### src/rtl/image_proc_pkg.sv
// Shared definitions for the image processor front-end: opcodes, scheduler
// state encoding and the default watchdog limit.
package image_proc_pkg;

    localparam logic [1:0] OP_INVERT = 2'b00;
    localparam logic [1:0] OP_THRESH = 2'b01;
    localparam logic [1:0] OP_BRIGHT = 2'b10;
    localparam logic [1:0] OP_GRAY   = 2'b11;

    localparam int DEFAULT_TIMEOUT_CYCLES = 1048576;

    typedef enum logic [2:0] {
        ST_IDLE   = 3'd0,
        ST_GRANT  = 3'd1,
        ST_START  = 3'd2,
        ST_WAIT   = 3'd3,
        ST_FINISH = 3'd4
    } sched_state_t;

endpackage

### src/rtl/image_job_rr_arbiter.sv
// Combinational round-robin arbiter: the first requester at or after rr_ptr
// (wrapping) wins; the winner is returned one-hot.
module image_job_rr_arbiter #(
    parameter  int NUM_REQ = 4,
    localparam int PTR_W   = $clog2(NUM_REQ)
) (
    input  logic [NUM_REQ-1:0] req,
    input  logic [PTR_W-1:0]   rr_ptr,
    output logic [NUM_REQ-1:0] winner,
    output logic               valid
);

    logic [NUM_REQ-1:0] rot;
    logic [NUM_REQ-1:0] rot_oh;

    // Rotate so rr_ptr sits at bit 0, pick the lowest set bit, rotate back.
    always_comb begin
        rot    = NUM_REQ'({req, req} >> rr_ptr);
        rot_oh = '0;
        for (int k = NUM_REQ - 1; k >= 0; k--) begin
            if (rot[k]) begin
                rot_oh    = '0;
                rot_oh[k] = 1'b1;
            end
        end
        winner = NUM_REQ'(({rot_oh, rot_oh} << rr_ptr) >> NUM_REQ);
    end

    assign valid = |req;

endmodule

### src/rtl/image_job_scheduler.sv
// Sequences jobs from NUM_REQ clients onto one image processor, round-robin,
// with a watchdog on processor completion.
module image_job_scheduler
    import image_proc_pkg::*;
#(
    parameter int NUM_REQ        = 4,
    parameter int TIMEOUT_CYCLES = DEFAULT_TIMEOUT_CYCLES,
    parameter int TMR_W          = 21
) (
    input  logic                   clk,
    input  logic                   rst_n,
    input  logic [NUM_REQ-1:0]     req,
    input  logic [2*NUM_REQ-1:0]   req_op,
    input  logic [8*NUM_REQ-1:0]   req_param,
    output logic [NUM_REQ-1:0]     grant,
    output logic [NUM_REQ-1:0]     job_done,
    output logic                   job_err,
    output logic                   fault,
    output logic                   busy,
    output logic                   proc_start,
    output logic [1:0]             proc_operation_select,
    output logic [7:0]             proc_threshold_value,
    output logic [7:0]             proc_brightness_value,
    input  logic                   proc_done
);

    localparam int               PTR_W    = $clog2(NUM_REQ);
    localparam logic [TMR_W-1:0] WD_LIMIT = TMR_W'(TIMEOUT_CYCLES - 1);

    sched_state_t       state, next_state;
    logic [PTR_W-1:0]   rr_ptr, owner, next_ptr;
    logic [NUM_REQ-1:0] winner;
    logic               win_valid;
    logic [1:0]         win_op, op_q;
    logic [7:0]         win_param, param_q;
    logic [TMR_W-1:0]   wd;
    logic               wd_expired;

    image_job_rr_arbiter #(.NUM_REQ(NUM_REQ)) u_arb (
        .req    (req),
        .rr_ptr (rr_ptr),
        .winner (winner),
        .valid  (win_valid)
    );

    always_comb begin
        win_op    = '0;
        win_param = '0;
        owner     = '0;
        for (int i = 0; i < NUM_REQ; i++) begin
            if (winner[i]) begin
                win_op    = req_op[2*i +: 2];
                win_param = req_param[8*i +: 8];
            end
            if (grant[i]) owner = PTR_W'(i);
        end
    end

    assign next_ptr   = (owner == PTR_W'(NUM_REQ - 1)) ? '0 : owner + PTR_W'(1);
    assign wd_expired = (wd == WD_LIMIT);

    always_ff @(posedge clk or negedge rst_n) begin
        if (!rst_n) state <= ST_IDLE;
        else        state <= next_state;
    end

    always_comb begin
        next_state = state;
        case (state)
            ST_IDLE:   if (win_valid) next_state = ST_GRANT;
            ST_GRANT:  next_state = ST_START;
            ST_START:  next_state = ST_WAIT;
            ST_WAIT:   if (proc_done || wd_expired) next_state = ST_FINISH;
            ST_FINISH: next_state = ST_IDLE;
            default:   next_state = ST_IDLE;
        endcase
    end

    // Registered outputs; job_done/job_err land in the FINISH cycle.
    always_ff @(posedge clk or negedge rst_n) begin
        if (!rst_n) begin
            rr_ptr                <= '0;
            wd                    <= '0;
            grant                 <= '0;
            job_done              <= '0;
            job_err               <= 1'b0;
            fault                 <= 1'b0;
            busy                  <= 1'b0;
            proc_start            <= 1'b0;
            op_q                  <= '0;
            param_q               <= '0;
            proc_operation_select <= '0;
            proc_threshold_value  <= '0;
            proc_brightness_value <= '0;
        end else begin
            job_done   <= '0;
            job_err    <= 1'b0;
            proc_start <= 1'b0;
            busy       <= (next_state != ST_IDLE);
            case (state)
                ST_IDLE: begin
                    if (win_valid) begin
                        grant   <= winner;
                        op_q    <= win_op;
                        param_q <= win_param;
                    end
                end
                ST_GRANT: begin
                    proc_operation_select <= op_q;
                    proc_threshold_value  <= (op_q == OP_THRESH) ? param_q : 8'h00;
                    proc_brightness_value <= (op_q == OP_BRIGHT) ? param_q : 8'h00;
                    proc_start            <= 1'b1;
                end
                ST_START: wd <= '0;
                ST_WAIT: begin
                    wd <= wd + TMR_W'(1);
                    // A done in the expiry cycle still counts as a clean finish.
                    if (proc_done || wd_expired) begin
                        job_done <= grant;
                        job_err  <= !proc_done;
                        if (!proc_done) fault <= 1'b1;
                    end
                end
                ST_FINISH: begin
                    grant  <= '0;
                    rr_ptr <= next_ptr;
                end
                default: ;
            endcase
        end
    end

endmodule

### config.mk
export PLATFORM = sky130hd
export DESIGN_NAME = image_job_scheduler
export DESIGN_NICKNAME = d
export VERILOG_FILES = /design/src/rtl/image_proc_pkg.sv /design/src/rtl/image_job_rr_arbiter.sv /design/src/rtl/image_job_scheduler.sv
export SDC_FILE = /design/constraint.sdc
export NUM_CORES = 1
export LEC_CHECK = 0
export ABC_AREA = 1
export BUFFER_PORTS_ARGS = -buffer_cell sky130_fd_sc_hd__buf_4
export CAP_MARGIN = 20
export CORE_ASPECT_RATIO = 1.25
export CORE_MARGIN = 4
export CORE_UTILIZATION = 57
export CTS_BUF_LIST = sky130_fd_sc_hd__clkbuf_2
export CTS_CLUSTER_DIAMETER = 150
export DETAILED_ROUTE_END_ITERATION = 6
export PLACE_DENSITY = 0.85
export SLEW_MARGIN = 5
export SYNTH_ARGS = -nofsm -noshare
export SYNTH_HDL_FRONTEND = slang
export SYNTH_SLANG_ARGS = --single-unit
### constraint.sdc
create_clock -name clk -period 2.1 [get_ports clk]
set_input_delay 0.105 -clock clk [delete_from_list [all_inputs] [get_ports clk]]
set_output_delay 0.105 -clock clk [all_outputs]
set_load 0.005 [all_outputs]
After elaboration in Yosys (flattened, before gate mapping). Cells that the tools add are included.

Register bits: 66. Bits in latches: 0. Bits in writable memories: 0. Bits in read-only memories: 0. Bits of input ports: 47. Output and inout port bits: 30. Logic and storage cells: 67. Memories: 0.

Add/subtract/negate cells: 2. $mul: 0. Divide/modulo/power cells: 0. Magnitude comparators: 0. Eq/ne operators: 9. Shift-type cells: 2. Muxes and demuxes: 29. Bitwise operators: 1. Reductions and logical operators: 10.

Operators by type and width (count): $mux 8 (6); $pmux 21 s2 (1); $mux 4 (7); $add 21x1->21 const B (1); $eq 21x20->1 const B (1); $mux 2 (7); $pmux 3 s4 (1); $pmux 4 s2 (1); $shl 8x2->8 (1); $shr 8x2->4 (1); $eq 3x2->1 const B (2); $mux 3 (2); $eq 2x2->1 const B (2); $mux 1 (4); $reduce_and 2->1 (2); $reduce_bool 2->1 (2); $reduce_or 4->1 (1); $eq 3x1->1 const B (1); $eq 3x3->1 const B (1); $logic_not 3->1 (1); $reduce_and 3->1 (1); $reduce_bool 3->1 (1); $add 2x1->2 const B (1); $eq 2x1->1 const B (1); other kinds (4) (4).

Logic depth before layout (Yosys ltp). Gate-level depths: netlist of the first run.

Depth in word-level cells: 10. Gate-level depth with buffers: 16. Gate-level depth less buffers: 13.

Hierarchy. From an unflattened synthesis of the first run, not the netlist that was laid out.

Cells, all modules: 467. Area total of the unflattened synthesis: 3553.4 um2.

By module, submodules not included: image_job_scheduler (times used 1, cells each 414, area an instance 3261.9 um2, sequential area each 1651.6 um2); image_job_rr_arbiter (times used 1, cells each 53, area an instance 291.5 um2, sequential area each 0.0 um2).

Worst setup path after synthesis of the first run. Ideal clock, no wire load.

Path kind: register -> register. Start: reg rr_ptr[0]. End: reg op_q[0]. Library setup time: 116 ps. Data arrival time: 1518 ps. Required time: 1984 ps. Setup slack: 466 ps. Stages on the path, launching flop included: 16. Buffers on the path: 3. Period minus slack after synthesis: 1634 ps. Cell sequence: dfrtp_1 -> buf_6 -> inv_4 -> buf_8 -> nand2_2 -> nand3_2 -> nand2_1 -> nor2_2 -> nand3_2 -> nand3_2 -> nand2_2 -> buf_6 -> nor2_2 -> nor2_1 -> nand2_1 -> nand2_1.

Longest elaborated chain between the ends: 10.

Ends and longest elaborated chain: from (decl) (RTL line image_job_scheduler.sv:31) `logic [PTR_W-1:0] rr_ptr, owner, next_ptr;`; from (signal assigned) (RTL line image_job_scheduler.sv:126) `rr_ptr <= next_ptr;`; $shr 8x2->4 (RTL line image_job_rr_arbiter.sv:18) `rot = NUM_REQ'({req, req} >> rr_ptr);`; $mux 4 (4 in a row) (RTL line image_job_rr_arbiter.sv:21) `if (rot[k]) begin`; $shl 8x2->8 * (RTL line image_job_rr_arbiter.sv:26) `winner = NUM_REQ'(({rot_oh, rot_oh} << rr_ptr) >> NUM_REQ);`; $mux 2 (3 in a row) (RTL line image_job_scheduler.sv:51) `if (winner[i]) begin`; $mux 2 * (RTL line image_job_scheduler.sv:51); to (signal assigned) (RTL line image_job_scheduler.sv:104) `op_q <= win_op;`; to (decl) (RTL line image_job_scheduler.sv:34) `logic [1:0] win_op, op_q;`.

Every way passes the cells marked *; elsewhere a longest branch is shown, timed or not. A chain may end at the register's enable or synchronous reset.

Worst setup path in the final report of the first run.
Start: reg rr_ptr[0]. End: reg param_q[1].

Longest elaborated chain between the ends: 10.

Ends and longest elaborated chain: $shr 8x2->4 (RTL line image_job_rr_arbiter.sv:18); $mux 4 (4 in a row) (RTL line image_job_rr_arbiter.sv:21); $shl 8x2->8 * (RTL line image_job_rr_arbiter.sv:26); $mux 8 (3 in a row) (RTL line image_job_scheduler.sv:51); $mux 8 * (RTL line image_job_scheduler.sv:51); to (signal assigned) (RTL line image_job_scheduler.sv:105) `param_q <= win_param;`; to (decl) (RTL line image_job_scheduler.sv:35) `logic [7:0] win_param, param_q;`.

Marks and branches as above.

==> impl_metrics.ini, run 1 <==
[status]
outcome = finished, final reports clean

[layout]
antenna_cells = 0
fin_area_um2 = 4850
drive_gt1_frac = 0.236
area_growth_syn_to_layout_pct = 32.5
final_util = 0.782
fillers = 399
nets = 648

[die]
die_w_um = 79.7
rows = 32
die_h_um = 97.6
coreArea_um2 = 6210
initial_core_util = 0.590
ioPinCount = 77
die_area_um2 = 7780

[setup_path]
rr_endpoint = param_q[1]
reg2reg_slack_ns = 0.07
critPathMaxFanout = 21
reg2reg_from = rr_ptr[0]
crit_path_start = rr_ptr[0]
crit_arrival_ns = 2.42
path_depth = 11
cp.required_ns = 2.49
crit_path_end = param_q[1]
end_kind = flip-flop
critical_path_class = reg2reg
critPathMaxStageDelay_ns = 0.45
timing.critical_path.max_delay_family = simple AND/OR/NAND/NOR gates
path_cells = buf_4 -> nand2_1 -> nand3_1 -> nand2_4 -> nand4_1 -> nand3_1 -> nand2_4 -> nor2_2 -> nor2_1 -> nand2_1 -> nand2_1
slowest_stage = dfrtp_1
path_buf_inv = 1
cpMostUsedCell = nand2_1
cp-start-kind = flip-flop
reg2reg_depth = 11

[placed_design]
dpl-instance-area_um2 = 4280
port-buffer-count = 76
dp_hpwl_um = 6490
routabilityCongestion = 0.887

[clock_network]
htreeDepth = 3
cts_buffers = 9
cts_tree = built
clockBufferDepth = 2
clk_pin_slew_ns = 0.20
cts_root_buffer = clkbuf_2
clkLatencyLatePin_ns = 0.51
cts.sinks = 66

[power]
p_leak_nw = 2.45
power_frac_seq = 0.317
combinationalPowerShare = 0.562
swShare = 0.484
p_sw_mw = 2.96
p_clk_frac = 0.122
power_report.internal_total_mw = 3.16
ir_drop_uv = 1280
p_total_mw = 6.12
p_per_area_nw_per_um2 = 1260

[sta]
slew_headroom = 0.466
tns_ns = 0
setup_viol = 0
report.final.slew_viol_count = 0
fin_crit_sh = 0.966
finalHoldViolCount = 0
skew_ns = 0.0342
timing.hold.ws_ns = 0.203
worstMarginPinSlew_ns = 0.801
timing.fmax_ghz = 0.493
period_needed_ns = 2.03

[global_routing]
gr-total-overflow = 0
grt_max_degree = 67
grtUsageTotal = 0.292
grt_pass1_vias = 3959
antenna_found_initial = 0
grt_pass1_wl_um = 18000

[routing]
via_count = 3991
vias_per_cell = 5.78
drtIter0Drc = 456
first_pass_iters = 6
drc = 0
postRouteAntennaNets = 0
routed_wl_um = 11100
routedWlPerCell_um = 16.2

[min_path]
min_path_type = in2async

[synthesis]
yosysUniqueCellTypes = 34
seq_area_frac_synth = 0.451
synth_warnings = 0
netlist_area_um2 = 3660
synth_ff_type = dfrtp_1
syn_area_per_cell_um2 = 7.63
ys_ff_latch = 66
synthArstFlopShare = 1.00
syn_inst = 480
synth-edff-count = 0
synth_nets = 528

[run]
cap_viol_max_count = 0
-- cell usage after synthesis (3+ instances only) --
cell type | count | area, um^2
clkbuf_1 | 7 | 26.3
inv_1 | 50 | 188
nor2_1 | 40 | 150
nand2_4 | 4 | 45.0
o211ai_1 | 4 | 30.0
nand3_1 | 66 | 330
nand2_1 | 126 | 473
nor2_2 | 11 | 68.8
buf_4 | 4 | 30.0
dfrtp_1 | 66 | 1650
o21ai_0 | 24 | 120
o22ai_1 | 8 | 50.1
inv_2 | 3 | 11.3
buf_2 | 5 | 25.0
a31oi_1 | 3 | 18.8
nand2_2 | 5 | 31.3
nand4_1 | 17 | 106
nor3_1 | 4 | 20.0
a21oi_1 | 6 | 30.0
nand3_2 | 8 | 80.1
-- how the worst min path moves through the flow --
stage	slack, ns	start	endpoint	cells past startpoint
2_1_floorplan	-0.19	rst_n	busy	0
3_3_place_gp	0.25	rst_n	wd[10]	1
3_5_place_dp	0.25	rst_n	wd[14]	1
4_1_cts	0.20	req[0]	busy	6
5_1_grt	0.27	req[0]	busy	6
6_report	0.20	rst_n	wd[13]	2
-- flip-flops by register name, indices dropped and copies added (netlist names), 2 cells and up --
signal / flops
param_q: 8
rr_ptr: 2
grant: 4
op_q: 2
proc_threshold_value: 8
job_done: 4
state: 3
proc_brightness_value: 8
proc_operation_select: 2
wd: 21
-- metrics by stage --
stage,instances,setup WS (ns)
6_report,690,0.0711
5_1_grt,690,-0.0409
4_1_cts,688,0.136
3_5_place_dp,630,0.153
3_3_place_gp,630,0.245
2_1_floorplan,480,0.466
-- power by group through the flow --
stage | clock, mW | sequential [mW] | combinational, mW
floorplan | 0 | 1.89 | 2.26
global placement | 0 | 1.94 | 2.95
detailed placement | 0 | 1.94 | 3.05
CTS | 0.734 | 1.92 | 3.13
global route | 0.803 | 1.98 | 3.72
finish | 0.745 | 1.94 | 3.44
-- layer usage --
metal | part of all wire | GRT usage | up-vias | routed length (um)
met5 | 0 | 0 | - | 0
met4 | 0.045 | 0.175 | 0 | 507
met3 | 0.074 | 0.0492 | 53 | 830
met2 | 0.51 | 0.479 | 241 | 5640
met1 | 0.37 | 0.353 | 1876 | 4170
li1 | - | - | 1821 | -
-- cell usage in the layout (no fill, tap or decap), types with 2 or more instances in the layout --
| master | instances |
|---|---|
| nor2_4 | 2 |
| nand2_2 | 4 |
| o22ai_1 | 8 |
| nand3b_1 | 2 |
| a21oi_1 | 6 |
| o211ai_1 | 4 |
| a31oi_1 | 3 |
| o31ai_1 | 2 |
| nand4_1 | 17 |
| inv_1 | 50 |
| nand2_1 | 126 |
| nand3_1 | 64 |
| buf_4 | 86 |
| clkbuf_2 | 10 |
| nand2_4 | 5 |
| nor2_1 | 38 |
| o21ai_1 | 2 |
| nor3_1 | 3 |
| nor2_2 | 12 |
| clkinv_2 | 3 |
| nor3_2 | 3 |
| o21ai_0 | 24 |
| nand3_2 | 10 |
| dlygate4sd3_1 | 42 |
| inv_2 | 3 |
| dfrtp_1 | 66 |
-- what timing repair did --
item	in CTS	in global routing
hold endpoints to repair	80	0
hold buffers	42	0
buffers inserted	0	2
resized for setup	0	7
endpoints found under the setup margin	0	15
-- cell families (layout without fill, tap and decap cells) --
logic type,after synthesis,in the layout,synth area share
AOI/OAI and AO/OA,51,51,0.0799
adders and majority gates,1,1,0.00342
buffers and inverters,73,198,0.0885
DFF,66,66,0.451
and+or+nand+nor,289,289,0.377
-- layout make-up --
type | instances | area (um^2) | share of cell area
multi-input cells | 341 | 1720 | 0.354
well taps | 85 | 106 | 0.0219
inverters | 54 | 205 | 0.0423
repair buffers | 128 | 1070 | 0.220
clock inverters | 6 | 57.6 | 0.0119
flip-flops and latches | 66 | 1650 | 0.340
clock buffers | 10 | 50.0 | 0.0103
Power figures use the tool's default switching activity.
==> inputs of run 2 (changes only) <==
--- a/config.mk
+++ b/config.mk
@@ -14,7 +14,7 @@
 export CTS_BUF_LIST = sky130_fd_sc_hd__clkbuf_2
 export CTS_CLUSTER_DIAMETER = 150
 export DETAILED_ROUTE_END_ITERATION = 6
-export PLACE_DENSITY = 0.85
+export PLACE_DENSITY = 0.79
 export SLEW_MARGIN = 5
 export SYNTH_ARGS = -nofsm -noshare
 export SYNTH_HDL_FRONTEND = slang
==> run 2 against run 1 <==
Register-to-register slack hardly changed. Sequential share of layout area rose by 0.18 points. Global-route usage down 0.26 points. Sequential power about the same. Clock-buffer cell count stayed put. Die area unchanged. Clock power is 8.7% lower. Power down 1.8%. Via count decreased by 3.3%. Wire length is 2.4% lower. Largest cell class unchanged.
==> impl_metrics.ini, run 2 (synthesis results as in run 1) <==
[global_routing]
top_usage_layer = met2
grtUsageMet2 = 0.484
grt_pass1_vias = 3799
grt_max_degree = 67
gr-total-overflow = 0
met1_usage = 0.348
grtUsageTotal = 0.289
antenna_found_initial = 1
met3_usage = 0.0492
grt_pass1_wl_um = 17600

[layout]
nets = 648
fin_area_um2 = 4830
final_util = 0.778
mostFrequentLayoutCells = nand2_1 (126), buf_4 (86), dfrtp_1 (66)
layout_commonest_cell = nand2_1
largest-register = wd
drive_gt1_frac = 0.227
largest_reg_flops = 21
area_growth_syn_to_layout_pct = 31.8

[placed_design]
routabilityCongestion = 0.919
dp_hpwl_um = 6450
place_ws_ns = 0.183
dpl-instance-area_um2 = 4280
port-buffer-count = 76

[clock_network]
clkLatencyLatePin_ns = 0.49
htreeDepth = 3
cts_tree = built
cts_root_buffer = clkbuf_2
cts_buffers = 9
clockBufferDepth = 2
clk_pin_slew_ns = 0.19
cts.sinks = 66

[setup_path]
reg2reg_depth = 13
critical_path_class = reg2reg
reg2reg_from = rr_ptr[0]
cp.required_ns = 2.50
slowest_stage = dfrtp_1
crit_arrival_ns = 2.41
path_depth = 13
cp-start-kind = flip-flop
path_cells = buf_4 -> nand2_1 -> nand2_1 -> nand2_1 -> nand2_1 -> nor2_2 -> nand3_2 -> nand3_2 -> nand2_4 -> nor2_2 -> nor2_1 -> nand2_1 -> nand2_1
crit_path_start = rr_ptr[0]
cpMostUsedCell = nand2_1
critPathMaxStageDelay_ns = 0.43
path_buf_inv = 1
end_kind = flip-flop
timing.critical_path.max_delay_family = simple AND/OR/NAND/NOR gates
critPathMaxFanout = 21

[routing]
via_count = 3861
routedWlPerCell_um = 15.8
postRouteAntennaNets = 0
routed_wl_um = 10900
vias_per_cell = 5.60
drtIter0Drc = 314
first_pass_iters = 5
drc = 0

[die]
coreArea_um2 = 6210
ioPinCount = 77
die_area_um2 = 7780
die_w_um = 79.7
die_h_um = 97.6
initial_core_util = 0.590
rows = 32

[sta]
fin_crit_sh = 0.960
setup_viol = 0
skew_ns = 0.0338
timing.fmax_ghz = 0.496
finalWorstSetupSlack_ns = 0.0850
report.final.slew_viol_count = 0
slew_headroom = 0.464
period_needed_ns = 2.01
finalHoldViolCount = 0
worstMarginPinSlew_ns = 0.803

[run]
cap_viol_max_count = 0

[power]
p_clk_frac = 0.113
p_sw_mw = 2.86
power_frac_seq = 0.322
p_leak_nw = 2.43
power_report.internal_total_mw = 3.15
p_per_area_nw_per_um2 = 1240
swShare = 0.475
ir_drop_uv = 1320
combinationalPowerShare = 0.565

[min_path]
min_path_type = in2async

[status]
outcome = finished, final reports clean
==> run 2: layout make-up <==
type	count	area [um^2]
flip-flops and latches	66	1650
inverters	54	205
clock buffers	10	50.0
repair buffers	128	1070
fillers	445	1380
multi-input cells	341	1700
diodes	1	2.50
well taps	85	106
clock inverters	4	45.0
==> run 2: power by group through the flow <==
stage	clock [mW]	combinational (mW)	sequential (mW)
after global placement	0	2.97	1.94
after detailed placement	0	3.04	1.95
after CTS	0.690	3.12	1.92
after floorplan	0	2.26	1.89
after global routing	0.763	3.71	1.97
final	0.680	3.40	1.93
==> run 2: per-layer routing <==
| metal | part of all wire | wire, um | vias to the layer above |
|---|---|---|---|
| met5 | 0 | 0 | - |
| met4 | 0.050 | 548 | 0 |
| met3 | 0.071 | 775 | 48 |
| met2 | 0.49 | 5350 | 216 |
| met1 | 0.39 | 4200 | 1777 |
| li1 | - | - | 1820 |
==> run 2: what timing repair did <==
| action | CTS | global route |
|---|---|---|
| buffers inserted | 0 | 2 |
| endpoints found under the hold margin | 80 | 0 |
| resized for setup | 0 | 3 |
| setup endpoints to repair | 0 | 11 |
| hold buffers | 42 | 0 |
==> run 2: final timing paths <==
check / end / slack [ns]
setup reg to reg: param_q[6] / 0.09
hold reg to reg: fault / 0.49
max in group asynchronous: wd[0] / 1.31
min in group clk: busy / 0.28
setup / recovery: param_q[6] / 0.09
hold / removal: wd[11] / 0.22
==> run 2: stage by stage <==
stage	total power [mW]	setup TNS [ns]	hold slack, ns	instances
floorplan	4.15	0	-0.191	480
CTS	5.73	0	0.228	686
global route	6.45	-0.00832	0.238	689
finish	6.01	0	0.217	689
detailed placement	4.99	0	0.246	630
global placement	4.92	0	0.250	630
==> run 2: worst reg2reg max path, stage by stage (launching register included) <==
cell and delay, ns:
dfrtp_1 0.43, buf_4 0.18, nand2_1 0.08, nand2_1 0.06, nand2_1 0.05, nand2_1 0.11, nor2_2 0.19, nand3_2 0.14
nand3_2 0.12, nand2_4 0.18, nor2_2 0.18, nor2_1 0.08, nand2_1 0.10, nand2_1 0.06
